### config.mk
export PLATFORM = sky130hd
export DESIGN_NAME = palette_layer_scheduler
export DESIGN_NICKNAME = d
export VERILOG_FILES = /design/src/rtl/palette_layer_scheduler.sv
export SDC_FILE = /design/constraint.sdc
export NUM_CORES = 1
export LEC_CHECK = 0
export CAP_MARGIN = 5
export CELL_PAD_IN_SITES_DETAIL_PLACEMENT = 1
export CELL_PAD_IN_SITES_GLOBAL_PLACEMENT = 2
export CORE_MARGIN = 5
export CORE_UTILIZATION = 21
export DETAILED_ROUTE_END_ITERATION = 8
export PLACE_DENSITY = 0.8
export SYNTH_ARGS = -nofsm -noshare
export SYNTH_HDL_FRONTEND = slang
export SYNTH_SLANG_ARGS = --single-unit
### constraint.sdc
create_clock -name clk_pipe -period 4 [get_ports clk_pipe]
set_clock_uncertainty 0.05 [all_clocks]
set_input_delay 1 -clock clk_pipe [delete_from_list [all_inputs] [get_ports clk_pipe]]
set_output_delay 1 -clock clk_pipe [all_outputs]
set_load 0.02 [all_outputs]
### src/rtl/palette_layer_scheduler.sv
// palette_layer_scheduler
// Resolves one RGB888 pixel per unique (x,y) request. Layers are walked
// front-to-back through the palette pipeline port, stopping at the first
// non-transparent hit. The walk falls back to bg_rgb when no layer hits.
// Palette controller accesses are serialised between pixels.
// Optional build macro: PALSCHED_STATS_EN (background / duplicate counters).
module palette_layer_scheduler #(
    parameter int NUM_LAYERS = 32,
    parameter int POS_W      = 11,
    parameter int RD_LAT     = 1
) (
    input  logic             clk_pipe,
    input  logic             rst,
    input  logic             pix_valid,
    output logic             pix_ready,
    input  logic [POS_W-1:0] pix_x,
    input  logic [POS_W-1:0] pix_y,
    input  logic [5:0]       layer_count,
    input  logic [23:0]      bg_rgb,
    output logic [4:0]       idx_layer,
    input  logic [4:0]       idx_color,
    output logic [4:0]       pal_pipeLayer,
    output logic [4:0]       pal_pipeColor,
    input  logic [23:0]      pal_pipeRGB,
    input  logic             pal_pixelFound,
    input  logic             ctrl_req,
    input  logic             ctrl_we,
    input  logic [4:0]       ctrl_layer,
    input  logic [4:0]       ctrl_color,
    input  logic             ctrl_rgb,
    input  logic [15:0]      ctrl_wdata,
    output logic             ctrl_ack,
    output logic [15:0]      ctrl_rdata,
    output logic             pal_writeEn,
    output logic [4:0]       pal_ctrlLayer,
    output logic [4:0]       pal_ctrlColor,
    output logic             pal_ctrlRGB,
    output logic [15:0]      pal_ctrlWData,
    input  logic [15:0]      pal_ctrlRData,
`ifdef PALSCHED_STATS_EN
    input  logic             stat_clr,
    output logic [15:0]      stat_bg,
    output logic [15:0]      stat_dup,
`endif
    output logic             out_valid,
    input  logic             out_ready,
    output logic [23:0]      out_rgb,
    output logic [POS_W-1:0] out_x,
    output logic [POS_W-1:0] out_y
);

    typedef enum logic [2:0] {IDLE, ISSUE, WAIT, EMIT, CTRL} state_t;

    localparam logic [5:0] MAX_LAYERS = 6'(NUM_LAYERS);
    localparam logic [1:0] WAIT_LAST  = 2'(RD_LAT - 1);
    localparam logic [1:0] CTRL_LAST  = 2'(RD_LAT);

    state_t           state, state_d;
    logic [1:0]       cnt;
    logic [4:0]       layer_q;
    logic [4:0]       color_q;
    logic [23:0]      rgb_q;
    logic [POS_W-1:0] cur_x, cur_y;
    logic [POS_W-1:0] last_x, last_y;
    logic             last_vld;
    logic             ctrl_block;

    logic [5:0]       eff_count;
    logic             last_layer;
    logic             dup;
    logic             ready_c;
    logic             drop, walk_go, bg_go, hit, miss_end, step, done;

    // Over-range layer counts clamp; the count is re-read every time it is used.
    assign eff_count  = (layer_count > MAX_LAYERS) ? MAX_LAYERS : layer_count;
    // ">=" rather than "==" so a count lowered mid-walk still terminates.
    assign last_layer = ({1'b0, layer_q} + 6'd1) >= eff_count;
    assign dup        = last_vld && (pix_x == last_x) && (pix_y == last_y);

    // Pipeline-side palette address; kept apart from the FSM so the
    // combinational idx_layer -> idx_color return path forms no loop.
    assign idx_layer     = (state == ISSUE) ? layer_q : 5'd0;
    assign pal_pipeLayer = (state == ISSUE || state == WAIT) ? layer_q : 5'd0;
    assign pal_pipeColor = (state == ISSUE) ? idx_color :
                           (state == WAIT)  ? color_q   : 5'd0;

    assign pix_ready = ready_c && !rst;
    assign out_valid = (state == EMIT);
    assign out_rgb   = rgb_q;
    assign out_x     = cur_x;
    assign out_y     = cur_y;

    // State register.
    always_ff @(posedge clk_pipe or posedge rst) begin
        if (rst) state <= IDLE;
        else     state <= state_d;
    end

    // Next-state decode, handshake strobes and controller-port drive.
    always_comb begin
        state_d       = state;
        ready_c       = 1'b0;
        drop          = 1'b0;
        walk_go       = 1'b0;
        bg_go         = 1'b0;
        hit           = 1'b0;
        miss_end      = 1'b0;
        step          = 1'b0;
        done          = 1'b0;
        ctrl_ack      = 1'b0;
        ctrl_rdata    = 16'd0;
        pal_writeEn   = 1'b0;
        pal_ctrlLayer = 5'd0;
        pal_ctrlColor = 5'd0;
        pal_ctrlRGB   = 1'b0;
        pal_ctrlWData = 16'd0;
        unique case (state)
            IDLE: begin
                // After a controller access the next waiting pixel goes
                // first; the controller is still served when no pixel waits.
                ready_c = !ctrl_req || ctrl_block;
                if (ctrl_req && (!ctrl_block || !pix_valid)) begin
                    state_d = CTRL;
                end else if (pix_valid) begin
                    if (dup) begin
                        drop = 1'b1;
                    end else if (eff_count == 6'd0) begin
                        bg_go   = 1'b1;
                        state_d = EMIT;
                    end else begin
                        walk_go = 1'b1;
                        state_d = ISSUE;
                    end
                end
            end
            ISSUE: state_d = WAIT;
            WAIT: begin
                if (cnt == WAIT_LAST) begin
                    if (pal_pixelFound) begin
                        hit     = 1'b1;
                        state_d = EMIT;
                    end else if (last_layer) begin
                        miss_end = 1'b1;
                        state_d  = EMIT;
                    end else begin
                        step    = 1'b1;
                        state_d = ISSUE;
                    end
                end
            end
            EMIT: begin
                if (out_ready) begin
                    done    = 1'b1;
                    state_d = IDLE;
                end
            end
            CTRL: begin
                pal_ctrlLayer = ctrl_layer;
                pal_ctrlColor = ctrl_color;
                pal_ctrlRGB   = ctrl_rgb;
                pal_ctrlWData = ctrl_wdata;
                pal_writeEn   = ctrl_we && (cnt == 2'd0);
                if (cnt == CTRL_LAST) begin
                    ctrl_ack   = 1'b1;
                    ctrl_rdata = ctrl_we ? 16'd0 : pal_ctrlRData;
                    state_d    = IDLE;
                end
            end
            default: state_d = IDLE;
        endcase
    end

    // Walk datapath: cycle counter, layer/colour capture, result and history.
    always_ff @(posedge clk_pipe or posedge rst) begin
        if (rst) begin
            cnt        <= 2'd0;
            layer_q    <= 5'd0;
            color_q    <= 5'd0;
            rgb_q      <= 24'd0;
            cur_x      <= '0;
            cur_y      <= '0;
            last_x     <= '0;
            last_y     <= '0;
            last_vld   <= 1'b0;
            ctrl_block <= 1'b0;
        end else begin
            if (state_d != state)                   cnt <= 2'd0;
            else if (state == WAIT || state == CTRL) cnt <= cnt + 2'd1;

            if (walk_go || bg_go) begin
                cur_x <= pix_x;
                cur_y <= pix_y;
            end

            if (walk_go)     layer_q <= 5'd0;
            else if (step)   layer_q <= layer_q + 5'd1;

            if (state == ISSUE) color_q <= idx_color;

            if (bg_go || miss_end) rgb_q <= bg_rgb;
            else if (hit)          rgb_q <= pal_pipeRGB;

            if (done) begin
                last_x   <= cur_x;
                last_y   <= cur_y;
                last_vld <= 1'b1;
            end

            if (state == CTRL && state_d == IDLE) ctrl_block <= 1'b1;
            else if (done || drop)                ctrl_block <= 1'b0;
        end
    end

`ifdef PALSCHED_STATS_EN
    // Saturating event counters; a clear wins over a same-cycle increment.
    always_ff @(posedge clk_pipe or posedge rst) begin
        if (rst) begin
            stat_bg  <= 16'd0;
            stat_dup <= 16'd0;
        end else if (stat_clr) begin
            stat_bg  <= 16'd0;
            stat_dup <= 16'd0;
        end else begin
            if ((bg_go || miss_end) && stat_bg != 16'hFFFF) stat_bg <= stat_bg + 16'd1;
            if (drop && stat_dup != 16'hFFFF)              stat_dup <= stat_dup + 16'd1;
        end
    end
`endif

endmodule

-- Word-level counts from Yosys, hierarchy flattened
Index checks and enable logic that the tools add are counted.
- word-level logic and storage cells: 110
- input port bits: 131
- flip-flop bits (word level): 85
- muxes and demuxes: 61
- add/sub/neg operators: 3
- $lt $le $gt $ge: 2
- reduce and logical (&&, ||, !) cells: 25
- equality and inequality tests: 8
- operators with widths (kind ; count):
    $mux 16 ; 4
    $mux 24 ; 2
    $mux 5 ; 8
    $mux 1 ; 34
    $eq 11x11->1 ; 2
    $mux 3 ; 6
    $pmux 3 s5 ; 1
    $mux 2 ; 5
    $reduce_bool 2->1 ; 4
    $logic_or 1x1->1 ; 7
    $add 5x1->6 const B ; 1
    $eq 3x2->1 const B ; 2
    $ge 6x6->1 ; 1
    $gt 6x6->1 const B ; 1
    $logic_and 1x1->1 ; 6
    $logic_not 3->1 ; 2
    $logic_not 6->1 ; 1
    $mux 6 ; 1
    $add 5x1->5 const B ; 1
    $logic_not 1->1 ; 4
    $eq 3x1->1 const B ; 1
    $eq 3x3->1 const B ; 1
    $ne 3x3->1 ; 1
    $add 2x1->2 const B ; 1
    2 further kinds ; 2

-- Longest topological paths before layout
- depth in word-level cells: 11
- mapped depth: 11

-- Worst setup path after synthesis
Ideal clock, no wire load.
- kind: input port to output port
- from: input port rst
- to: output port pix_ready
- buffers on the path: 0
- stages: 2
- arrival time: 3.339 ns
- setup slack: -0.389 ns
- data required time: 2.950 ns
- path through: inv_1 and4b_1
- longest elaborated chain between the ends: 2
- ends and longest elaborated chain (element ; line ; source):
    start: declaration ; 13 ; input logic rst,
    $logic_not 1->1 (no line) ; -- ;
    $logic_and 1x1->1 ; 87 ; assign pix_ready = ready_c && !rst;
    end: declaration ; 15 ; output logic pix_ready,
Every way passes these cells.

-- Final worst setup path
- from: input port ctrl_we
- to: output port ctrl_rdata[14]
- longest elaborated chain between the ends: 3
- ends and longest elaborated chain (element ; line ; source):
    start: declaration ; 27 ; input logic ctrl_we,
    $mux 16 ; 165 ; ctrl_rdata = ctrl_we ? 16'd0 : pal_ctrlRData;
    $mux 16 ; 163 ; if (cnt == CTRL_LAST) begin
    $mux 16 ; 117 ; unique case (state)
    end: declaration ; 33 ; output logic [15:0] ctrl_rdata,
Every way passes these cells.

==> key figures <==
Min path
  – Hold Crit Class: register to register

Yosys
  – Synth warnings: 0
  – Mux share of post-synthesis cell area: 12.3%
  – Most area-consuming cells after synthesis: dfrtp_1 (47%), mux2_2 (12%), a221o_1 (5.3%)
  – Synth Area in Compound Gates: 13.8%
  – Commonest cells post-synth: dfrtp_1 (85), mux2_2 (49), and3_1 (31)
  – Synth cell types: 40
  – Post-synth EDFFs: 0
  – Cell with the most instances after synthesis: dfrtp_1
  – Top cell type's share of synthesized area: 46.6%
  – Yosys reg bits: 85
  – Share of flip-flops with an asynchronous set or reset: 100%
  – Simple-gate area share of the yosys netlist: 15.3%
  – Main synth FF type: dfrtp_1
  – Syn Area/Cell: 11.3 um2
  – Yosys top cell by area: dfrtp_1
  – Sequential fraction of the synthesis area: 46.6%
  – Synth Cell Area: 0.00457 mm2
  – Syn Inst Count: 403
  – Adder-cell area share of the yosys netlist: 2.47%
  – XOR/XNOR share of the synthesized area: 5.95%
  – Post-synthesis net count: 543
  – Largest family of logic cells by synthesized area: simple AND/OR/NAND/NOR gates

Place
  – I/O Buffers: 238
  – Dpl hpwl: 12,900 um
  – Routability cong.: 0.862
  – DP Worst Slack: 256 ps

Critical path
  – CP max stage delay: 610 ps
  – CP cell instances: clkdlybuf4s50_1, nor2b_1, buf_4, and2_1, clkdlybuf4s50_1
  – Most frequent CP cell: clkdlybuf4s50_1
  – CP endpoint kind: output pin
  – CP required: 2950 ps
  – Register-to-register setup slack: 960 ps
  – WP buf/inv: 3
  – Startpoint types: primary input
  – Critical path class: primary input to output pin
  – Crit-path slowest cell: clkdlybuf4s50_1
  – Largest delay share family, worst path: buffers and inverters
  – Crit path DAT: 2480 ps
  – CP max FO: 16

Timing
  – Fin. Hold Viols: 0
  – Slew HR: 39.6%
  – Max-slew violations: 0
  – Period utilisation layout: 88.1%
  – Worst slew pin tran: 905 ps
  – Post-route setup TNS: 0 ps
  – Fmax: 284 MHz
  – Hold WS: 426 ps
  – Final worst slack: 474 ps
  – Fin crit period: 3530 ps
  – Final setup vio count: 0
  – RSZ-0062 raised after global routing: false

Floorplan
  – Core Region: 0.0216 mm2
  – IO Count: 239
  – Die width: 157 um
  – Die Footprint: 0.0248 mm2
  – Initial Util: 21.1%
  – Die height: 157 um
  – Row count: 54

Clock tree
  – Post-CTS Resized: 0
  – H-tree Lvls: 3
  – CTS tree: done
  – Clock-pin slew on the worst setup and hold paths: 70 ps
  – Worst-Skew Late Latency: 340 ps
  – CTS Buffer Depth: 2
  – Setup Fix Bufs, Post-CTS: 0
  – TritonCTS Sinks: 85
  – CTS Buf Count: 9
  – Hold-fix buffer count after cts: 0
  – CTS root buf: clkbuf_16

Power
  – P_leak: 0.00319 uW
  – Max IR drop VDD: 0.203 mV
  – Pwr dens: 606 mW/mm2

Routing
  – Post-Route WL: 16,000 um
  – Initial DRC Count: 156
  – WL per Instance: 17.3 um
  – Vias: 4,192
  – # DRC: 0
  – Post-route ant nets: 0
  – Number of detailed-route iterations in the first pass: 4
  – Vias per inst: 4.52

Finish
  – Area Overhead vs Synth: 65.8%
  – Number of diodes: 0
  – Util after Layout: 35.0%
  – # nets final: 782
  – Layout cells sized above 1: 13.9%

Global routing
  – Grt ovf: 0
  – Vias in the first global route: 4,648
  – Initial antenna violation count: 0
  – Gr usage total: 12.6%
  – Largest net degree at the start of global routing: 72
  – First-pass GRT wire length: 25,100 um

Run
  – Total of max-cap violations: 0

Status
  – Run status: complete, no violations
-- state kept, by name (all words and copies together) (netlist names) --
name and cells:
last_vld 1, out_y 11, state 3, ctrl_block 1, last_y 11, out_x 11
cnt 2, color_q 5, layer_q 5, last_x 11, out_rgb 24
-- path summary, 6_finish.rpt --
path | start | endpoint | cells past startpoint
worst max register to register | layer_q[0]$_DFFE_PP0P_ | state[1]$_DFF_PP0_ | 11
worst min register to register | last_vld$_DFFE_PP0P_ | last_vld$_DFFE_PP0P_ | 1
worst min-delay path | last_vld$_DFFE_PP0P_ | last_vld$_DFFE_PP0P_ | 1
worst max-delay path | ctrl_we | ctrl_rdata[14] | 5
min in group asynchronous | rst | layer_q[2]$_DFFE_PP0P_ | 3
max in group asynchronous | rst | cnt[0]$_DFFE_PP0P_ | 4
-- report_power, final --
part	internal [uW]	switching [uW]	total [uW]
registers	1230	290	1520
clock network	438	375	813
logic	1200	1050	2250
-- final cells by class --
type | count | area, um2
Clock buffer | 10 | 229
Clock inverter | 6 | 60.1
Fill cell | 2390 | 14100
Inverter | 9 | 37.5
Multi-Input combinational cell | 284 | 2270
Sequential cell | 85 | 2130
Tap cell | 280 | 350
Timing Repair Buffer | 253 | 2490
-- stage by stage --
stage / cells / cell area [um2] / power (uW)
2_1_floorplan: 403 / 4570 / 2730
3_3_place_gp: 911 / 7280 / 3750
3_5_place_dp: 911 / 7280 / 3830
4_1_cts: 927 / 7570 / 4680
5_1_grt: 927 / 7570 / 4900
6_report: 927 / 7570 / 4590
-- logic make-up (layout without fill, tap and decap cells) --
kind of cell               Yosys count  in the layout
AOI/OAI and AO/OA                   73             73
xor gates and xnor gates            31             31
buffers and inverters               34            278
adders and majority gates            9              9
muxes                               50             50
DFF                                 85             85
and+or+nand+nor                    121            121
-- routing by layer --
layer / routed length [um] / GRT usage, % / vias up
met1: 6400 / 14.8 / 2029
met5: 0 / 0 / -
li1: - / - / 1956
met4: 141 / 2.83 / 0
met2: 7800 / 22.0 / 195
met3: 1690 / 4.76 / 12
-- placed cells by master, fill, tap and decap left out, drive strengths merged, types with 6 or more instances in the layout --
| master | synthesis | final |
|---|---|---|
| a21oi | 6 | 6 |
| a221o | 24 | 24 |
| a22o | 24 | 24 |
| a22oi | 6 | 6 |
| and2 | 28 | 28 |
| and3 | 31 | 31 |
| buf | 8 | 15 |
| clkbuf | 17 | 10 |
| clkdlybuf4s50 | 0 | 238 |
| dfrtp | 85 | 85 |
| ha | 9 | 9 |
| inv | 9 | 13 |
| mux2 | 49 | 49 |
| nand2 | 11 | 11 |
| nor2 | 19 | 19 |
| nor2b | 6 | 6 |
| nor3 | 8 | 8 |
| xnor2 | 25 | 25 |
| xor2 | 6 | 6 |
No activity file was read; power rests on OpenSTA's default activity.
